[config.mk]
export PLATFORM = sky130hd
export DESIGN_NAME = sig_dump_ctrl
export DESIGN_NICKNAME = d
export VERILOG_FILES = /design/src/rtl/sig_dump_ctrl.sv
export SDC_FILE = /design/constraint.sdc
export NUM_CORES = 1
export LEC_CHECK = 0
export CAP_MARGIN = 20
export CELL_PAD_IN_SITES_DETAIL_PLACEMENT = 1
export CELL_PAD_IN_SITES_GLOBAL_PLACEMENT = 1
export CORE_MARGIN = 2
export CORE_UTILIZATION = 40
export CTS_CLUSTER_DIAMETER = 60
export CTS_CLUSTER_SIZE = 12
export DETAILED_ROUTE_END_ITERATION = 10
export PLACE_DENSITY = 0.95
export SKIP_CTS_REPAIR_TIMING = 1
export SYNTH_ARGS = -nofsm -noshare
export SYNTH_HDL_FRONTEND = slang
export SYNTH_SLANG_ARGS = --single-unit
[constraint.sdc]
create_clock -name clock -period 8.52 [get_ports clock]
set_input_delay 2.556 -clock clock [delete_from_list [all_inputs] [get_ports clock]]
set_output_delay 2.556 -clock clock [all_outputs]
set_load 0.02 [all_outputs]
[src/rtl/sig_dump_ctrl.sv]
// Halt/signature MMIO responder: latches the signature bounds, then streams the signature words out.
// Define SIG_DUMP_CHECKSUM_EN to append a wrapping sum of all dumped words as one final word.
module sig_dump_ctrl #(
    parameter int unsigned     XLEN           = 32,
    parameter logic [XLEN-1:0] ADDR_HALT      = XLEN'(32'h2000_0000),
    parameter logic [XLEN-1:0] ADDR_SIG_BEGIN = ADDR_HALT + XLEN'(XLEN / 8),
    parameter logic [XLEN-1:0] ADDR_SIG_END   = ADDR_HALT + XLEN'(2 * XLEN / 8)
) (
    input  logic            clock,
    input  logic            reset,
    input  logic            store,
    input  logic [XLEN-1:0] address,
    input  logic [XLEN-1:0] store_data,
    output logic            mem_rd,
    output logic [XLEN-2:0] mem_addr,
    input  logic [XLEN-1:0] load_data,
    output logic            dout_valid,
    output logic [XLEN-1:0] dout_data,
    input  logic            dout_ready,
    output logic            busy,
    output logic            done
);

    localparam logic [XLEN-1:0] WORD_BYTES = XLEN'(XLEN / 8);
    localparam logic [XLEN-1:0] ALIGN_MASK = ~(WORD_BYTES - XLEN'(1));

    typedef enum logic [2:0] {
        S_IDLE,
        S_READ,
        S_WAIT,
        S_SEND,
`ifdef SIG_DUMP_CHECKSUM_EN
        S_CSUM,
`endif
        S_DONE
    } state_t;

    state_t          state_q, state_d;
    logic [XLEN-1:0] sig_begin_q, sig_begin_d;
    logic [XLEN-1:0] sig_end_q, sig_end_d;
    logic [XLEN-1:0] ptr_q, ptr_d;
    logic [XLEN-1:0] dout_data_q, dout_data_d;
    logic [XLEN-2:0] mem_addr_q, mem_addr_d;
    logic            mem_rd_q, mem_rd_d;
    logic            dout_valid_q, dout_valid_d;
    logic            busy_q, busy_d;
    logic            done_q, done_d;
`ifdef SIG_DUMP_CHECKSUM_EN
    logic [XLEN-1:0] csum_q, csum_d;
`endif

    always_comb begin
        state_d     = state_q;
        sig_begin_d = sig_begin_q;
        sig_end_d   = sig_end_q;
        ptr_d       = ptr_q;
        dout_data_d = dout_data_q;
`ifdef SIG_DUMP_CHECKSUM_EN
        csum_d      = csum_q;
`endif
        case (state_q)
            S_IDLE: begin
                if (store) begin
                    if (address == ADDR_SIG_BEGIN) begin
                        sig_begin_d = store_data & ALIGN_MASK;
                    end else if (address == ADDR_SIG_END) begin
                        sig_end_d = store_data & ALIGN_MASK;
                    end else if (address == ADDR_HALT && store_data[31:0] == 32'd1) begin
                        ptr_d = sig_begin_q;
                        if (sig_end_q <= sig_begin_q) begin
`ifdef SIG_DUMP_CHECKSUM_EN
                            state_d     = S_CSUM;
                            dout_data_d = csum_q;
`else
                            state_d     = S_DONE;
`endif
                        end else begin
                            state_d = S_READ;
                        end
                    end
                end
            end
            S_READ: state_d = S_WAIT;
            S_WAIT: begin
                // dout_data_q doubles as the hold register for the fetched word
                dout_data_d = load_data;
                state_d     = S_SEND;
            end
            S_SEND: begin
                if (dout_ready) begin
                    ptr_d = ptr_q + WORD_BYTES;
`ifdef SIG_DUMP_CHECKSUM_EN
                    csum_d = csum_q + dout_data_q;
`endif
                    if (ptr_d >= sig_end_q) begin
`ifdef SIG_DUMP_CHECKSUM_EN
                        state_d     = S_CSUM;
                        dout_data_d = csum_d;
`else
                        state_d     = S_DONE;
`endif
                    end else begin
                        state_d = S_READ;
                    end
                end
            end
`ifdef SIG_DUMP_CHECKSUM_EN
            S_CSUM: begin
                if (dout_ready) state_d = S_DONE;
            end
`endif
            S_DONE: state_d = S_DONE;
            default: state_d = S_IDLE;
        endcase

        // Outputs are registered, so derive them from the state being entered
        mem_rd_d     = (state_d == S_READ);
        mem_addr_d   = (state_d == S_READ) ? ptr_d[XLEN-1:1] : '0;
`ifdef SIG_DUMP_CHECKSUM_EN
        dout_valid_d = (state_d == S_SEND) || (state_d == S_CSUM);
`else
        dout_valid_d = (state_d == S_SEND);
`endif
        busy_d       = (state_d != S_IDLE) && (state_d != S_DONE);
        done_d       = (state_d == S_DONE);
    end

    always_ff @(posedge clock) begin
        if (reset) begin
            state_q      <= S_IDLE;
            sig_begin_q  <= '0;
            sig_end_q    <= '0;
            ptr_q        <= '0;
            dout_data_q  <= '0;
            mem_addr_q   <= '0;
            mem_rd_q     <= 1'b0;
            dout_valid_q <= 1'b0;
            busy_q       <= 1'b0;
            done_q       <= 1'b0;
`ifdef SIG_DUMP_CHECKSUM_EN
            csum_q       <= '0;
`endif
        end else begin
            state_q      <= state_d;
            sig_begin_q  <= sig_begin_d;
            sig_end_q    <= sig_end_d;
            ptr_q        <= ptr_d;
            dout_data_q  <= dout_data_d;
            mem_addr_q   <= mem_addr_d;
            mem_rd_q     <= mem_rd_d;
            dout_valid_q <= dout_valid_d;
            busy_q       <= busy_d;
            done_q       <= done_d;
`ifdef SIG_DUMP_CHECKSUM_EN
            csum_q       <= csum_d;
`endif
        end
    end

    assign mem_rd     = mem_rd_q;
    assign mem_addr   = mem_addr_q;
    assign dout_valid = dout_valid_q;
    assign dout_data  = dout_data_q;
    assign busy       = busy_q;
    assign done       = done_q;

endmodule
[Word level (Yosys, flattened, before mapping)]
Index checks and enable logic that the tools add are counted.
Storage, ports and cells
  memories kept: 0
  latch bits: 0
  memory bits (read-only): 0
  register bits: 162
  input bits: 100
  RAM bits: 0
Cells by class
  multiply operators: 0
  shift operators: 0
  multiplexer cells: 14
  magnitude comparators: 2
  equality and inequality tests: 17
  bitwise gates (word level): 2
  add/sub/neg operators: 1
  reductions and logical operators: 9
  div/mod/pow operators: 0
Operator list (number)
  32-bit 2-to-1 mux: 5
  32-bit by 30-bit equality test with 1-bit output, second input constant: 3
  32-bit case mux with 2 select lines: 1
  32-bit by 3-bit adder with 32-bit output, second input constant: 1
  32-bit by 1-bit equality test with 1-bit output, second input constant: 1
  32-bit greater-or-equal comparator: 1
  32-bit less-or-equal comparator: 1
  3-bit 2-to-1 mux: 7
  3-bit case mux with 5 select lines: 1
  2-bit != test, second input constant: 5
  3-bit by 2-bit equality test with 1-bit output, second input constant: 3
  3-bit by 1-bit equality test with 1-bit output, second input constant: 2
  3-bit equality test, second input constant: 2
  6-bit AND reduction: 1
  4-bit AND reduction: 1
  3-bit zero test: 1
  3-bit != test, second input constant: 1
  3-bit AND reduction: 1
  3-bit nonzero test: 1
  1-bit logical AND: 2
  1-bit inverter: 2
  2-bit nonzero test: 1
  2-bit OR reduction: 1

[Logic depth before layout (Yosys ltp)]
Gate-level depths: netlist of the first run.
  depth after elaboration: 10
  depth in mapped cells: 17
  depth with buffers taken out: 14

[Least setup slack after synthesis of the first run]
Ideal clock, no wire load.
  kind: input-to-reg
  start point: in address[27]
  end point: reg mem_addr_q[16] (netlist: mem_addr[16])
  required time: 8.446 ns
  stages on the path: 9
  setup time: 0.074 ns
  setup slack: 4.083 ns
  data arrival time: 4.362 ns
  path through: nor4b_1 -> nand4_1 -> nor4_2 -> a21oi_1 -> o21bai_1 -> or4_1 -> buf_2 -> buf_6 -> a31oi_1
Between the ends
  cells in the longest elaborated chain, start to end: 10
  elaborated cells between the ends (all ways): 17
  those cells by class: eq/ne (4); mux (10); bitwise (1); reduce/logical (2)
Ends and longest elaborated chain
  start: declaration: RTL line 12  | input logic [XLEN-1:0] address,
  32-bit by 30-bit equality test with 1-bit output: RTL line 68  | end else if (address == ADDR_HALT && store_data[31:0] == 32'd1) begin
  1-bit logical AND: RTL line 68
  3-bit 2-to-1 mux: RTL line 68
  3-bit 2-to-1 mux: RTL line 66  | end else if (address == ADDR_SIG_END) begin
  3-bit 2-to-1 mux: RTL line 64  | if (address == ADDR_SIG_BEGIN) begin
  3-bit 2-to-1 mux: RTL line 63  | if (store) begin
  3-bit case mux with 5 select lines: RTL line 61  | case (state_q)
  3-bit by 1-bit equality test with 1-bit output: RTL line 118  | mem_addr_d = (state_d == S_READ) ? ptr_d[XLEN-1:1] : '0;
  1-bit inverter (no source line)
  2-bit OR reduction (no source line)
  end signal: assignment: RTL line 149  | mem_addr_q <= mem_addr_d;
  end: declaration: RTL line 43  | logic [XLEN-2:0] mem_addr_q, mem_addr_d;
Several ways; a longest one is shown, not always the timed one. The select of a mux whose other input is x is not followed.
A chain may end at the register's enable or synchronous reset.

[Worst setup path in the final report of the first run]
  start point: in address[15]
  end point: reg mem_addr_q[12] (netlist: mem_addr[12])
The elaborated chain is that of the path after synthesis.

==> results of run 1 <==
## cells by family (layout without fill, tap and decap cells)
group	count (synthesis)	in the layout	synth area share
AO/OA/AOI/OAI	232	232	0.167
adder cells (fa/ha/maj)	61	61	0.0964
AND/OR/NAND/NOR	419	419	0.240
XOR/XNOR	28	28	0.0310
buffers and inverters	120	271	0.0590
flip-flops	161	161	0.407
## cell usage after synthesis (6+ instances only)
cell type	instances	area (um^2)
a21oi_1	149	746
nor3_1	13	65.1
a31oi_1	10	62.6
a41oi_1	6	52.6
and2_1	6	37.5
clkbuf_1	47	176
nor4_1	15	93.8
dfxtp_1	161	3220
ha_1	61	763
nor3b_1	7	52.6
xnor2_1	19	166
inv_1	65	244
o21ai_0	23	115
nand2_1	229	860
nor2_1	70	263
xor2_1	9	78.8
nand3_1	19	95.1
nand4_1	18	113
and3_1	14	87.6
a211oi_1	6	45.0
## sequential cells by signal, indices dropped and copies added, names as in the netlist
| register | flops |
|---|---|
| dout_data | 32 |
| state_q | 3 |
| sig_end_q | 30 |
| done | 1 |
| sig_begin_q | 30 |
| mem_addr | 31 |
| busy | 1 |
| mem_rd | 1 |
| ptr_q | 31 |
| dout_valid | 1 |
## worst max path at each step
stage          cells past startpoint                       to        start
2_1_floorplan                      9  mem_addr[16]$_SDFF_PP0_  address[27]
3_3_place_gp                       8  mem_addr[20]$_SDFF_PP0_  address[15]
3_5_place_dp                       8  mem_addr[16]$_SDFF_PP0_  address[15]
4_1_cts                            8  mem_addr[18]$_SDFF_PP0_  address[15]
5_1_grt                            9  mem_addr[15]$_SDFF_PP0_  address[15]
6_report                           9  mem_addr[12]$_SDFF_PP0_  address[15]
## layout make-up
type | count | area [um^2] | area share
clock buffer | 21 | 460 | 0.0444
clock inverter | 10 | 110 | 0.0106
multi-input combinational | 740 | 4230 | 0.408
inverter | 65 | 244 | 0.0235
sequential | 161 | 3220 | 0.311
timing repair buffer | 175 | 1770 | 0.171
tap | 265 | 332 | 0.0320
## metal layers
layer  track usage  vias to the layer above  routed length [um]  part of all wire
li1              -                     3769                   -                 -
met1         0.331                     3899               11700              0.40
met2         0.467                      385               13800              0.48
met3        0.0586                       87                2440             0.084
met4         0.125                        0                1100             0.038
met5             0                        -                   0                 0
## worst max-delay path, stage by stage
cell             delay, ns
clkdlybuf4s50_1       0.40
nor4_1                0.93
nand4_1               0.33
nor4_2                0.51
a21oi_1               0.40
o21bai_1              0.28
or4_1                 0.62
buf_16                0.26
a21oi_1               0.15
## where the power goes
part,internal (mW),switching (mW),leakage (nW)
combinational,0.0420,0.0260,2.13
sequential,0.752,0.00000179,1.30
clock,0.444,0.321,0.283
==> results_dict.tcl, run 1 <==
set metrics [dict create \
    worst_pin_slew_ns 1.10 \
    grt_overflow 0 \
    reg2regPathDepth 14 \
    place_hpwl_mm 20.2 \
    drive_gt1_frac 0.0418 \
    p_leak_nw 3.70 \
    drt-total-wl_mm 29.0 \
    fin_skew_ns 0.0115 \
    ys_ff_latch 161 \
    post_dp_cell_area_mm2 0.00972 \
    syn_nets 1182 \
    fin_cells 1437 \
    ios 167 \
    initial_utilization 0.407 \
    hold_path_depth 2 \
    arrival_ns 6.44 \
    cts_tree "done" \
    syn_avg_cell_area_um2 7.75 \
    vias 8140 \
    antenna_cells 0 \
    r2r_start "ptr_q[4]$_SDFF_PP0_" \
    hold_ws_ns 0.454 \
    power.density_mw_per_mm2 153 \
    clk_pin_slew_worst_paths_ns 0.07 \
    outcome "complete, no violations" \
    cts.sinks 161 \
    period_needed_ns 6.07 \
    irDropWorstVdd_v 0.000120 \
    wl_per_cell_um 20.2 \
    fin_ws_ns 2.45 \
    final_nets 1321 \
    place_inst 1402 \
    timing.rr.end "mem_addr[12]$_SDFF_PP0_" \
    tns_ns 0 \
    timing.final.crit_share 0.713 \
    clk_path_buf_depth 2 \
    antenna_found_initial 0 \
    die_w_um 145 \
    finalInstanceArea_mm2 0.0104 \
    first_pass_iters 6 \
    final_cell_mix "229 x nand2_1, 165 x clkdlybuf4s50_1, 161 x dfxtp_1, 149 x a21oi_1, 69 x nor2_1" \
    critPathCaptureType "flip-flop" \
    final_max_slew_viol_count 0 \
    syn2layout_area_growth_pct 31.0 \
    dp_slack_ns 1.86 \
    clkLatencyLatePin_ns 0.44 \
    cp-start-kind "primary input" \
    cts_made_buffers 17 \
    synth_ff_type "dfxtp_1" \
    rows 51 \
    gp_congestion 0.877 \
    netlist_instances 1021 \
    required_ns 8.89 \
    min-delay-start "dout_data[10]$_SDFFE_PP0N_" \
    coreArea_mm2 0.0195 \
    relSlewSlack 0.261 \
    dieArea_mm2 0.0209 \
    crit_fanout 26 \
    yosysWarningCount 0 \
    drt_iter0_markers 623 \
    io_buffers 166 \
    hold_viol 0 \
    syn_area_mm2 0.00792 \
    layout_commonest_cell "nand2_1" \
    maxCapViolations 0 \
    grt_usage 0.274 \
    via_per_inst 5.66 \
    synth_seq_area_share 0.407 \
    min_path_type "reg2reg" \
    synth_edf_count 0 \
    rsz0062_at_grt "no" \
    totalPowerFinal_mw 1.59 \
    final_core_util 0.533 \
    cts_root_buf "clkbuf_16" \
    grt_pass1_wl_mm 44.2 \
    min_to "dout_data[10]$_SDFFE_PP0N_" \
    fmax_ghz 0.165 \
    post-route-drc-count 0 \
    fillers 2368 \
    h-tree-depth 4 \
    worstSetupPathType "in2reg" \
    setup_viol 0 \
    grt_start_max_net_pins 64 \
    dieHeight_um 145 \
    async_reset_ff_frac 0 \
    synthDistinctLibCells 50 \
    drtAntennaViolNets 0 \
    grt_pass1_vias 8369 \
    r2r_setup_slack_ns 3.31 \
]
Note: power is estimated with default switching activity, not from simulation.
==> run 2: changes to the inputs <==
Settings changed: CORE_UTILIZATION 40 to 37, PLACE_DENSITY 0.95 to 0.91.
Clock period 8.52 ns to 5.65 ns, I/O delays scaled along.
==> run 2 against run 1 <==
Effect of this change:
- worst setup slack got worse by 1.5 ns
- sequential power rose by 50%
- die area rose by 7.9%
- register-to-register slack got worse by 2.4 ns
- via count fell by 2.0%
- critical path type is now reg2reg
- largest cell class unchanged
- largest power group is now sequential cells
==> results_dict.tcl, run 2 (synthesis gave the netlist of run 1 again) <==
set metrics [dict create \
    outcome "complete, no violations" \
    antenna_cells 0 \
    initial_utilization 0.377 \
    dieArea_mm2 0.0226 \
    h-tree-depth 4 \
    grt_use_met1 0.303 \
    first_pass_iters 4 \
    reg2regPathDepth 14 \
    dieHeight_um 150 \
    via_per_inst 5.49 \
    worstSetupPathType "reg2reg" \
    syn2layout_area_growth_pct 31.4 \
    post-route-drc-count 0 \
    min_to "dout_data[3]$_SDFFE_PP0N_" \
    drtAntennaViolNets 0 \
    crit_fanout 24 \
    antenna_found_initial 0 \
    worst_pin_slew_ns 0.873 \
    coreArea_mm2 0.0210 \
    tns_ns 0 \
    relSlewSlack 0.416 \
    drive_gt1_frac 0.0458 \
    p_leak_nw 3.72 \
    setup_viol 0 \
    grt_pass1_vias 8220 \
    grt_usage 0.243 \
    required_ns 6.02 \
    die_w_um 150 \
    grt_pass1_wl_mm 42.8 \
    min_path_type "reg2reg" \
    timing.rr.end "mem_addr[16]$_SDFF_PP0_" \
    hold_viol 0 \
    clk_pin_slew_worst_paths_ns 0.07 \
    critPathCaptureType "flip-flop" \
    maxCapViolations 0 \
    irDropWorstVdd_v 0.000123 \
    rsz0062_at_grt "no" \
    place_hpwl_mm 19.7 \
    fin_skew_ns 0.0122 \
    rows 53 \
    gp_congestion 0.884 \
    grt_overflow 0 \
    io_buffers 166 \
    min-delay-start "dout_data[3]$_SDFFE_PP0N_" \
    fmax_ghz 0.211 \
    layout_commonest_cell "nand2_1" \
    grt.busiest_layer "met2" \
    cp-start-kind "flip-flop" \
    final_max_slew_viol_count 0 \
    r2r_start "ptr_q[4]$_SDFF_PP0_" \
    power.density_mw_per_mm2 226 \
    wl_per_cell_um 18.7 \
    final_cell_mix "229 x nand2_1, 165 x clkdlybuf4s50_1, 161 x dfxtp_1, 149 x a21oi_1, 69 x nor2_1" \
    largest_reg_flops 32 \
    cts_root_buf "clkbuf_16" \
    r2r_setup_slack_ns 0.90 \
    gr-usage-met3 0.0552 \
    cts_made_buffers 17 \
    hold_path_depth 2 \
    clk_path_buf_depth 2 \
    drt-total-wl_mm 27.1 \
    period_needed_ns 4.75 \
    grt_start_max_net_pins 103 \
    timing.final.crit_share 0.840 \
    grt_use_met2 0.406 \
    drt_iter0_markers 494 \
    hold_ws_ns 0.453 \
    ios 167 \
    clkLatencyLatePin_ns 0.44 \
    cts.sinks 161 \
    cts_tree "done" \
    arrival_ns 5.11 \
    vias 7974 \
    final_nets 1327 \
]
run 2: changes by cell type in the layout (fill, tap and decap cells not counted), moves of 2 or more:
cell and delta:
buf_4 +8, clkinv_4 +2, clkinv_2 -3, buf_8 -2
run 2: cell type report:
cell class,count,area (um^2)
fillers,2555,10600
multi-input cells,740,4230
flip-flops and latches,161,3220
repair buffers,181,1800
clock buffers,23,478
well taps,275,344
inverters,65,244
clock inverters,8,81.3
run 2: layer usage:
layer  share of wire  vias up
met3           0.068       52
met2            0.47      274
met4           0.026        0
li1                -     3779
met5               0        -
met1            0.43     3869
run 2: how the worst max path moves through the flow:
| stage | start | to | slack, ns | cells after the start |
|---|---|---|---|---|
| global placement | store_data[22] | mem_addr[16]$_SDFF_PP0_ | 0.73 | 9 |
| detailed placement | store_data[22] | mem_addr[16]$_SDFF_PP0_ | 0.60 | 9 |
| floorplan | ptr_q[2]$_SDFF_PP0_ | mem_addr[20]$_SDFF_PP0_ | 1.86 | 16 |
| CTS | store_data[22] | mem_addr[16]$_SDFF_PP0_ | 0.98 | 9 |
| finish | ptr_q[4]$_SDFF_PP0_ | mem_addr[16]$_SDFF_PP0_ | 0.90 | 14 |
| global route | ptr_q[4]$_SDFF_PP0_ | mem_addr[16]$_SDFF_PP0_ | 0.54 | 14 |
run 2: worst max-delay path: stages (launching register included):
cell,delay [ns]
dfxtp_1,0.43
and4_1,0.44
nand4_2,0.28
nor3_2,0.54
nand3_1,0.21
xnor2_1,0.17
ha_1,0.30
nand4_1,0.16
nor3_1,0.10
a22o_1,0.22
o311ai_0,0.42
o21ai_0,0.21
or4_1,0.73
buf_4,0.30
a31oi_1,0.17
run 2: report_power, final:
group,total [mW],switching (mW),internal [mW]
clock network,1.10,0.464,0.639
registers,1.13,0.00000272,1.13
logic,0.107,0.0414,0.0658
run 2: metrics by stage:
| stage | cells | setup WS (ns) | power (mW) | util | area (um^2) |
|---|---|---|---|---|---|
| floorplan | 1021 | 1.86 | 1.18 | - | 7920 |
| global route | 1453 | 0.541 | 2.42 | 0.495 | 10400 |
| CTS | 1451 | 0.975 | 2.36 | 0.493 | 10400 |
| detailed placement | 1420 | 0.598 | 1.26 | 0.466 | 9800 |
| global placement | 1420 | 0.732 | 1.26 | 0.466 | 9800 |
| finish | 1453 | 0.904 | 2.34 | 0.495 | 10400 |
